### src/rtl/binning_nxn.sv
// binning_nxn: streaming KERNELxKERNEL pixel binner; reduces HRESxVRES raster video to (HRES/K)x(VRES/K).
// Latency: 1 cycle from the completing pixel (h_ph==K-1, v_ph==K-1) to the data_valid_out strobe.
// Backpressure: none; cycles with data_valid_in low stall all state, blanking must not be flagged valid.
//
// Ports:
//   clk_in, rst_in (async, active-high)
//   hcount_in / vcount_in / pixel_data_in / data_valid_in : raster input
//   pixel_data_out / hcount_out / vcount_out / data_valid_out : one strobe per completed block
// Optional: define BINNING_FRAME_STATS_EN to add frame_done_out and ones_count_out.
//
// MODE 0 outputs (block sum > THRESHOLD); MODE 1 outputs the truncated block mean.
module binning_nxn #(
    parameter  int HRES       = 1280,
    parameter  int VRES       = 720,
    parameter  int DATA_WIDTH = 1,
    parameter  int KERNEL     = 4,
    parameter  int MODE       = 0,
    parameter  int THRESHOLD  = 8,
    localparam int OUT_W      = (MODE == 1) ? DATA_WIDTH : 1
) (
    input  logic                           clk_in,
    input  logic                           rst_in,
    input  logic [$clog2(HRES)-1:0]        hcount_in,
    input  logic [$clog2(VRES)-1:0]        vcount_in,
    input  logic [DATA_WIDTH-1:0]          pixel_data_in,
    input  logic                           data_valid_in,
    output logic [OUT_W-1:0]               pixel_data_out,
    output logic [$clog2(HRES/KERNEL)-1:0] hcount_out,
    output logic [$clog2(VRES/KERNEL)-1:0] vcount_out,
    output logic                           data_valid_out
`ifdef BINNING_FRAME_STATS_EN
    ,
    output logic                                            frame_done_out,
    output logic [$clog2(HRES*VRES/KERNEL/KERNEL+1)-1:0]   ones_count_out
`endif
);

    localparam int LK     = $clog2(KERNEL);
    localparam int SUM_W  = DATA_WIDTH + 2 * LK;
    localparam int RACC_W = DATA_WIDTH + LK;
    localparam int NCOL   = HRES / KERNEL;
    localparam int COL_W  = $clog2(NCOL);
    localparam int ROW_W  = $clog2(VRES / KERNEL);
    localparam logic [LK-1:0] PH_LAST = LK'(KERNEL - 1);
    localparam logic [31:0]   THR_U   = 32'(THRESHOLD);

    logic [LK-1:0]     w_h_ph;
    logic [LK-1:0]     w_v_ph;
    logic [COL_W-1:0]  w_col;
    logic [ROW_W-1:0]  w_row;
    logic              w_col_ok;

    logic [RACC_W-1:0] r_racc;
    logic [RACC_W-1:0] w_racc_next;
    logic              r_racc_ok;
    logic              w_racc_ok;

    logic [SUM_W-1:0]  r_colsum [NCOL];
    logic [NCOL-1:0]   r_seed;
    logic [SUM_W-1:0]  w_col_rd;
    logic              w_seed_rd;
    logic [SUM_W-1:0]  w_total;
    logic              w_seed_next;
    logic              w_fold;
    logic              w_done;
    logic [OUT_W-1:0]  w_result;

    assign w_h_ph   = hcount_in[LK-1:0];
    assign w_v_ph   = vcount_in[LK-1:0];
    assign w_col    = COL_W'(hcount_in >> LK);
    assign w_row    = ROW_W'(vcount_in >> LK);
    // Out-of-range columns (non-raster input) never touch the array.
    assign w_col_ok = (32'(hcount_in) >> LK) < 32'(NCOL);

    always_comb begin
        w_col_rd  = '0;
        w_seed_rd = 1'b0;
        if (w_col_ok) begin
            w_col_rd  = r_colsum[w_col];
            w_seed_rd = r_seed[w_col];
        end
    end

    assign w_racc_next = ((w_h_ph == '0) ? '0 : r_racc) + RACC_W'(pixel_data_in);

    // The row sum is trustworthy only once a line phase 0 has been seen since reset.
    assign w_racc_ok = (w_h_ph == '0) || r_racc_ok;

    assign w_total = ((w_v_ph == '0) ? '0 : w_col_rd) + SUM_W'(w_racc_next);

    // A column sum is complete only if every row in it was folded from a clean start
    // (v_ph==0 with a full row). This discards blocks straddling a reset.
    assign w_seed_next = w_racc_ok && ((w_v_ph == '0) || w_seed_rd);

    assign w_fold = data_valid_in && (w_h_ph == PH_LAST) && w_col_ok;
    assign w_done = w_fold && (w_v_ph == PH_LAST) && w_seed_next;

    always_comb begin
        w_result = '0;
        if (MODE == 1) begin
            w_result = OUT_W'(w_total >> (2 * LK));
        end else begin
            w_result = OUT_W'(32'(w_total) > THR_U);
        end
    end

    always_ff @(posedge clk_in or posedge rst_in) begin
        if (rst_in) begin
            r_racc         <= '0;
            r_racc_ok      <= 1'b0;
            r_seed         <= '0;
            data_valid_out <= 1'b0;
            pixel_data_out <= '0;
            hcount_out     <= '0;
            vcount_out     <= '0;
        end else begin
            data_valid_out <= w_done;
            if (data_valid_in) begin
                r_racc    <= w_racc_next;
                r_racc_ok <= w_racc_ok;
            end
            if (w_fold) begin
                r_seed[w_col] <= w_seed_next;
            end
            if (w_done) begin
                pixel_data_out <= w_result;
                hcount_out     <= w_col;
                vcount_out     <= w_row;
            end
        end
    end

    // Column sums need no reset: v_ph==0 overwrites them and r_seed gates their use.
    always_ff @(posedge clk_in) begin
        if (w_fold) begin
            r_colsum[w_col] <= w_total;
        end
    end

`ifdef BINNING_FRAME_STATS_EN
    localparam int CNT_W = $clog2(HRES * VRES / KERNEL / KERNEL + 1);

    logic [CNT_W-1:0] r_ones_cnt;
    logic             w_last;
    logic             w_one;

    assign w_last = w_done && (32'(w_col) == 32'(NCOL - 1))
                           && (32'(w_row) == 32'(VRES / KERNEL - 1));
    assign w_one  = (MODE == 0) && w_result[0];

    always_ff @(posedge clk_in or posedge rst_in) begin
        if (rst_in) begin
            r_ones_cnt     <= '0;
            frame_done_out <= 1'b0;
            ones_count_out <= '0;
        end else begin
            frame_done_out <= w_last;
            if (w_last) begin
                ones_count_out <= r_ones_cnt + CNT_W'(w_one);
                r_ones_cnt     <= '0;
            end else if (w_done) begin
                r_ones_cnt <= r_ones_cnt + CNT_W'(w_one);
            end
        end
    end
`endif

endmodule

### config.mk
export PLATFORM = sky130hd
export DESIGN_NAME = binning_nxn
export DESIGN_NICKNAME = d
export VERILOG_FILES = /design/src/rtl/binning_nxn.sv
export SDC_FILE = /design/constraint.sdc
export NUM_CORES = 2
export LEC_CHECK = 0
export BUFFER_PORTS_ARGS = -buffer_cell sky130_fd_sc_hd__buf_2
export CAP_MARGIN = 0
export CORE_ASPECT_RATIO = 1.5
export CORE_MARGIN = 2
export CORE_UTILIZATION = 30
export DETAILED_ROUTE_END_ITERATION = 8
export SYNTH_ARGS = -nofsm -noshare
export SYNTH_HDL_FRONTEND = slang
export SYNTH_SLANG_ARGS = --single-unit
### constraint.sdc
create_clock -name clk_in -period 16.2 [get_ports clk_in]
set_input_delay 1.62 -clock clk_in [delete_from_list [all_inputs] [get_ports clk_in]]
set_output_delay 1.62 -clock clk_in [all_outputs]
set_load 0.02 [all_outputs]
==> impl_metrics.tcl <==
set metrics [dict create \
    worstSetupPathType "in -> reg" \
    hold_viol_final 0 \
    io_buffers 43 \
    drc 0 \
    synth_common_cells "edfxtp_1 (1600), mux4_2 (525), nor2_1 (345)" \
    die_h_microns 633 \
    synth_most_common_cell "edfxtp_1" \
    crit_required_ns 16.65 \
    ys_types 71 \
    path_max_fanout 117 \
    post-cts-setup-buffer-count 0 \
    ys.flop_type "edfxtp_1" \
    met3_usage_pct 2.11 \
    arrival_ns 9.55 \
    syn_inst 4331 \
    rsz0062_at_grt "false" \
    cp-start-kind "primary input" \
    num-fill-cells 24700 \
    p_leak_nw 28.4 \
    setup_slack_ns 7.10 \
    setup_tns_ns 0 \
    post_drt_via_cell_ratio 5.31 \
    fin_crit_sh_pct 56.2 \
    peakVddDrop_v 0.000141 \
    cts_hold_buf 0 \
    clkPwrFrac_pct 35.2 \
    fmax_mhz 110 \
    clkTransAtPathRegs_ns 0.07 \
    cts_tree "yes" \
    wirelength_mm 219 \
    clock-root-buffer "clkbuf_16" \
    grt_pass1_vias 42300 \
    drv_slew 0 \
    wl_per_cell_microns 27.9 \
    max_slew_margin_pct 12.0 \
    antenna_found_initial 7 \
    placedInstanceArea_sq_um 83000 \
    syn_area_per_cell_sq_um 18.3 \
    synthesis.nets 4362 \
    power.switching_mw 2.84 \
    yosysWarnings 0 \
    cts_buffers 167 \
    synthArstFlopShare_pct 17.7 \
    fin_area_sq_um 88300 \
    clk_path_buf_depth 4 \
    ys_ff_latch 1943 \
    dp_slack_ns 6.21 \
    min_path_type "reg -> reg" \
    fp.dieArea_sq_um 268000 \
    setup_viol 0 \
    grt_max_degree 234 \
    yosysTopAreaCellShare_pct 60.7 \
    initial_core_util_pct 30.2 \
    end_kind "flip-flop" \
    grt_overflow 0 \
    p_int_mw 8.56 \
    hpwl_mm 132 \
    pwr-share-comb_pct 10.9 \
    synth_area_leader_cell "edfxtp_1" \
    num_rows 230 \
    core_sq_um 262000 \
    seq_power_share_pct 53.9 \
    worst_pin_slew_ns 1.32 \
    htreeDepth 4 \
    drt_iter0_markers 4594 \
    routabilityCongestion 0.835 \
    swShare_pct 24.9 \
    gr-usage-met1_pct 18.7 \
    synth-edff-count 1600 \
    drv_cap 0 \
    numClockSinks 1943 \
    die_w_microns 423 \
    yosysSeqAreaShare_pct 71.6 \
    track_usage_pct 16.1 \
    nNetsFinal 4282 \
    syn_area_sq_um 79100 \
    period_needed_ns 9.10 \
    fin_skew_ns 0.0429 \
    status "completed" \
    drive_above_1_share_pct 22.1 \
    via_count 41800 \
    grt_pass1_wl_mm 314 \
    startpoint "hcount_in[2]" \
    ys_top_cells_by_area "edfxtp_1 (61%), mux4_2 (15%), dfrtp_1 (11%), o31ai_1 (3.1%), o21ai_0 (2.1%)" \
    ctsResizeCount 0 \
    antenna_left 0 \
    timing.rr.start "r_colsum[199][2]$_DFFE_PP_" \
    area_growth_pct 11.6 \
    power_density_nw_per_um2 129 \
    clock_latency_ns 0.83 \
    met2_usage_pct 28.7 \
    grt.busiest_layer "met2" \
    ios 44 \
    hp-start "vcount_out[7]$_DFFE_PP0P_" \
    drt_first_pass_iters 7 \
]
[per-layer routing]
metal	vias to the layer above	wire length (microns)
met4	2	12800
met2	1671	114000
met5	-	14
met1	22200	79300
li1	17400	-
met3	439	13000
[cell families after synthesis]
kind of cell             Yosys count  share of synthesized area, %
flip-flops                      1943                          71.6
XOR/XNOR                           3                        0.0332
AND/OR/NAND/NOR                  509                          2.71
buffers and inverters            414                          2.42
AO/OA/AOI/OAI                    818                          6.75
multiplexers                     638                          16.4
adder cells (fa/ha/maj)            6                         0.104
[registers in the layout, summed over array words and instances, names as in the netlist]
name / flops
r_colsum: 1600
r_seed: 320
hcount_out: 9
vcount_out: 8
r_racc: 3
data_valid_out: 1
pixel_data_out: 1
r_racc_ok: 1
[placed cells by master, fill, tap and decap left out, drive strengths merged, types with 8 or more instances in the layout]
| master | synthesis | routed |
|---|---|---|
| a31oi | 8 | 8 |
| nand4 | 12 | 12 |
| o21ai | 336 | 336 |
| clkinvlp | 0 | 8 |
| a221oi | 10 | 10 |
| mux4 | 525 | 525 |
| nor3 | 14 | 14 |
| a21oi | 22 | 22 |
| and2 | 13 | 13 |
| dfrtp | 343 | 343 |
| nor2b | 16 | 16 |
| clkbuf | 256 | 219 |
| clkinv | 0 | 51 |
| buf | 143 | 150 |
| edfxtp | 1600 | 1600 |
| bufinv | 0 | 14 |
| nor2 | 345 | 345 |
| a22o | 17 | 17 |
| nand2 | 62 | 62 |
| mux2i | 87 | 87 |
| a22oi | 54 | 54 |
| mux2 | 26 | 26 |
| inv | 15 | 20 |
| o31ai | 322 | 322 |
| nand3 | 21 | 21 |
[metrics by stage]
| step | std cells | util (%) | hold slack (ns) | total power [mW] |
|---|---|---|---|---|
| floorplan | 4331 | - | 0.446 | 7.15 |
| global placement | 7562 | 31.7 | 0.470 | 7.46 |
| detailed placement | 7562 | 31.7 | 0.476 | 7.51 |
| CTS | 7859 | 33.7 | 0.491 | 11.5 |
| global route | 7860 | 33.7 | 0.506 | 11.7 |
| finish | 7861 | 33.7 | 0.485 | 11.4 |
[power by group through the flow]
| stage | registers [mW] | logic, mW | clock network [mW] |
|---|---|---|---|
| after floorplan | 6.48 | 0.669 | 0 |
| after global placement | 6.25 | 1.21 | 0 |
| after detailed placement | 6.25 | 1.26 | 0 |
| after CTS | 6.14 | 1.26 | 4.08 |
| after global routing | 6.15 | 1.34 | 4.24 |
| final | 6.15 | 1.24 | 4.01 |
[worst paths after layout]
path                                                    to  slack (ns)  cells after the start
max in group asynchronous           r_seed[37]$_DFFE_PP0P_       12.95                      4
worst max-delay path            r_colsum[229][2]$_DFFE_PP_        7.10                     13
min in group asynchronous        hcount_out[0]$_DFFE_PP0P_        0.88                      2
worst min register to register   vcount_out[7]$_DFFE_PP0P_        0.48                      1
worst max register to register  r_colsum[229][2]$_DFFE_PP_        9.71                     10
worst min-delay path             vcount_out[7]$_DFFE_PP0P_        0.48                      1
[critical path, cell delays in order]
cell and delay [ns]:
buf_8 0.60, buf_4 0.69, buf_4 0.74, mux4_2 0.59, mux4_2 0.52, mux4_2 0.61
mux4_2 0.50, a21oi_1 0.16, a211oi_1 0.10, ha_1 0.42, xnor2_4 0.81, buf_4 0.78
buf_4 1.00
[cell type report]
class                      count  area (sq um)  area share [%]
tap                         3480          4350            4.93
timing repair buffer         150          1120            1.27
sequential                  1943         56600            64.1
clock buffer                 219          4530            5.13
multi-input combinational   1974         20800            23.6
inverter                      15          76.3          0.0864
clock inverter                78           769           0.871
antenna                        2          5.00         0.00567
No activity file was read; power rests on OpenSTA's default activity.
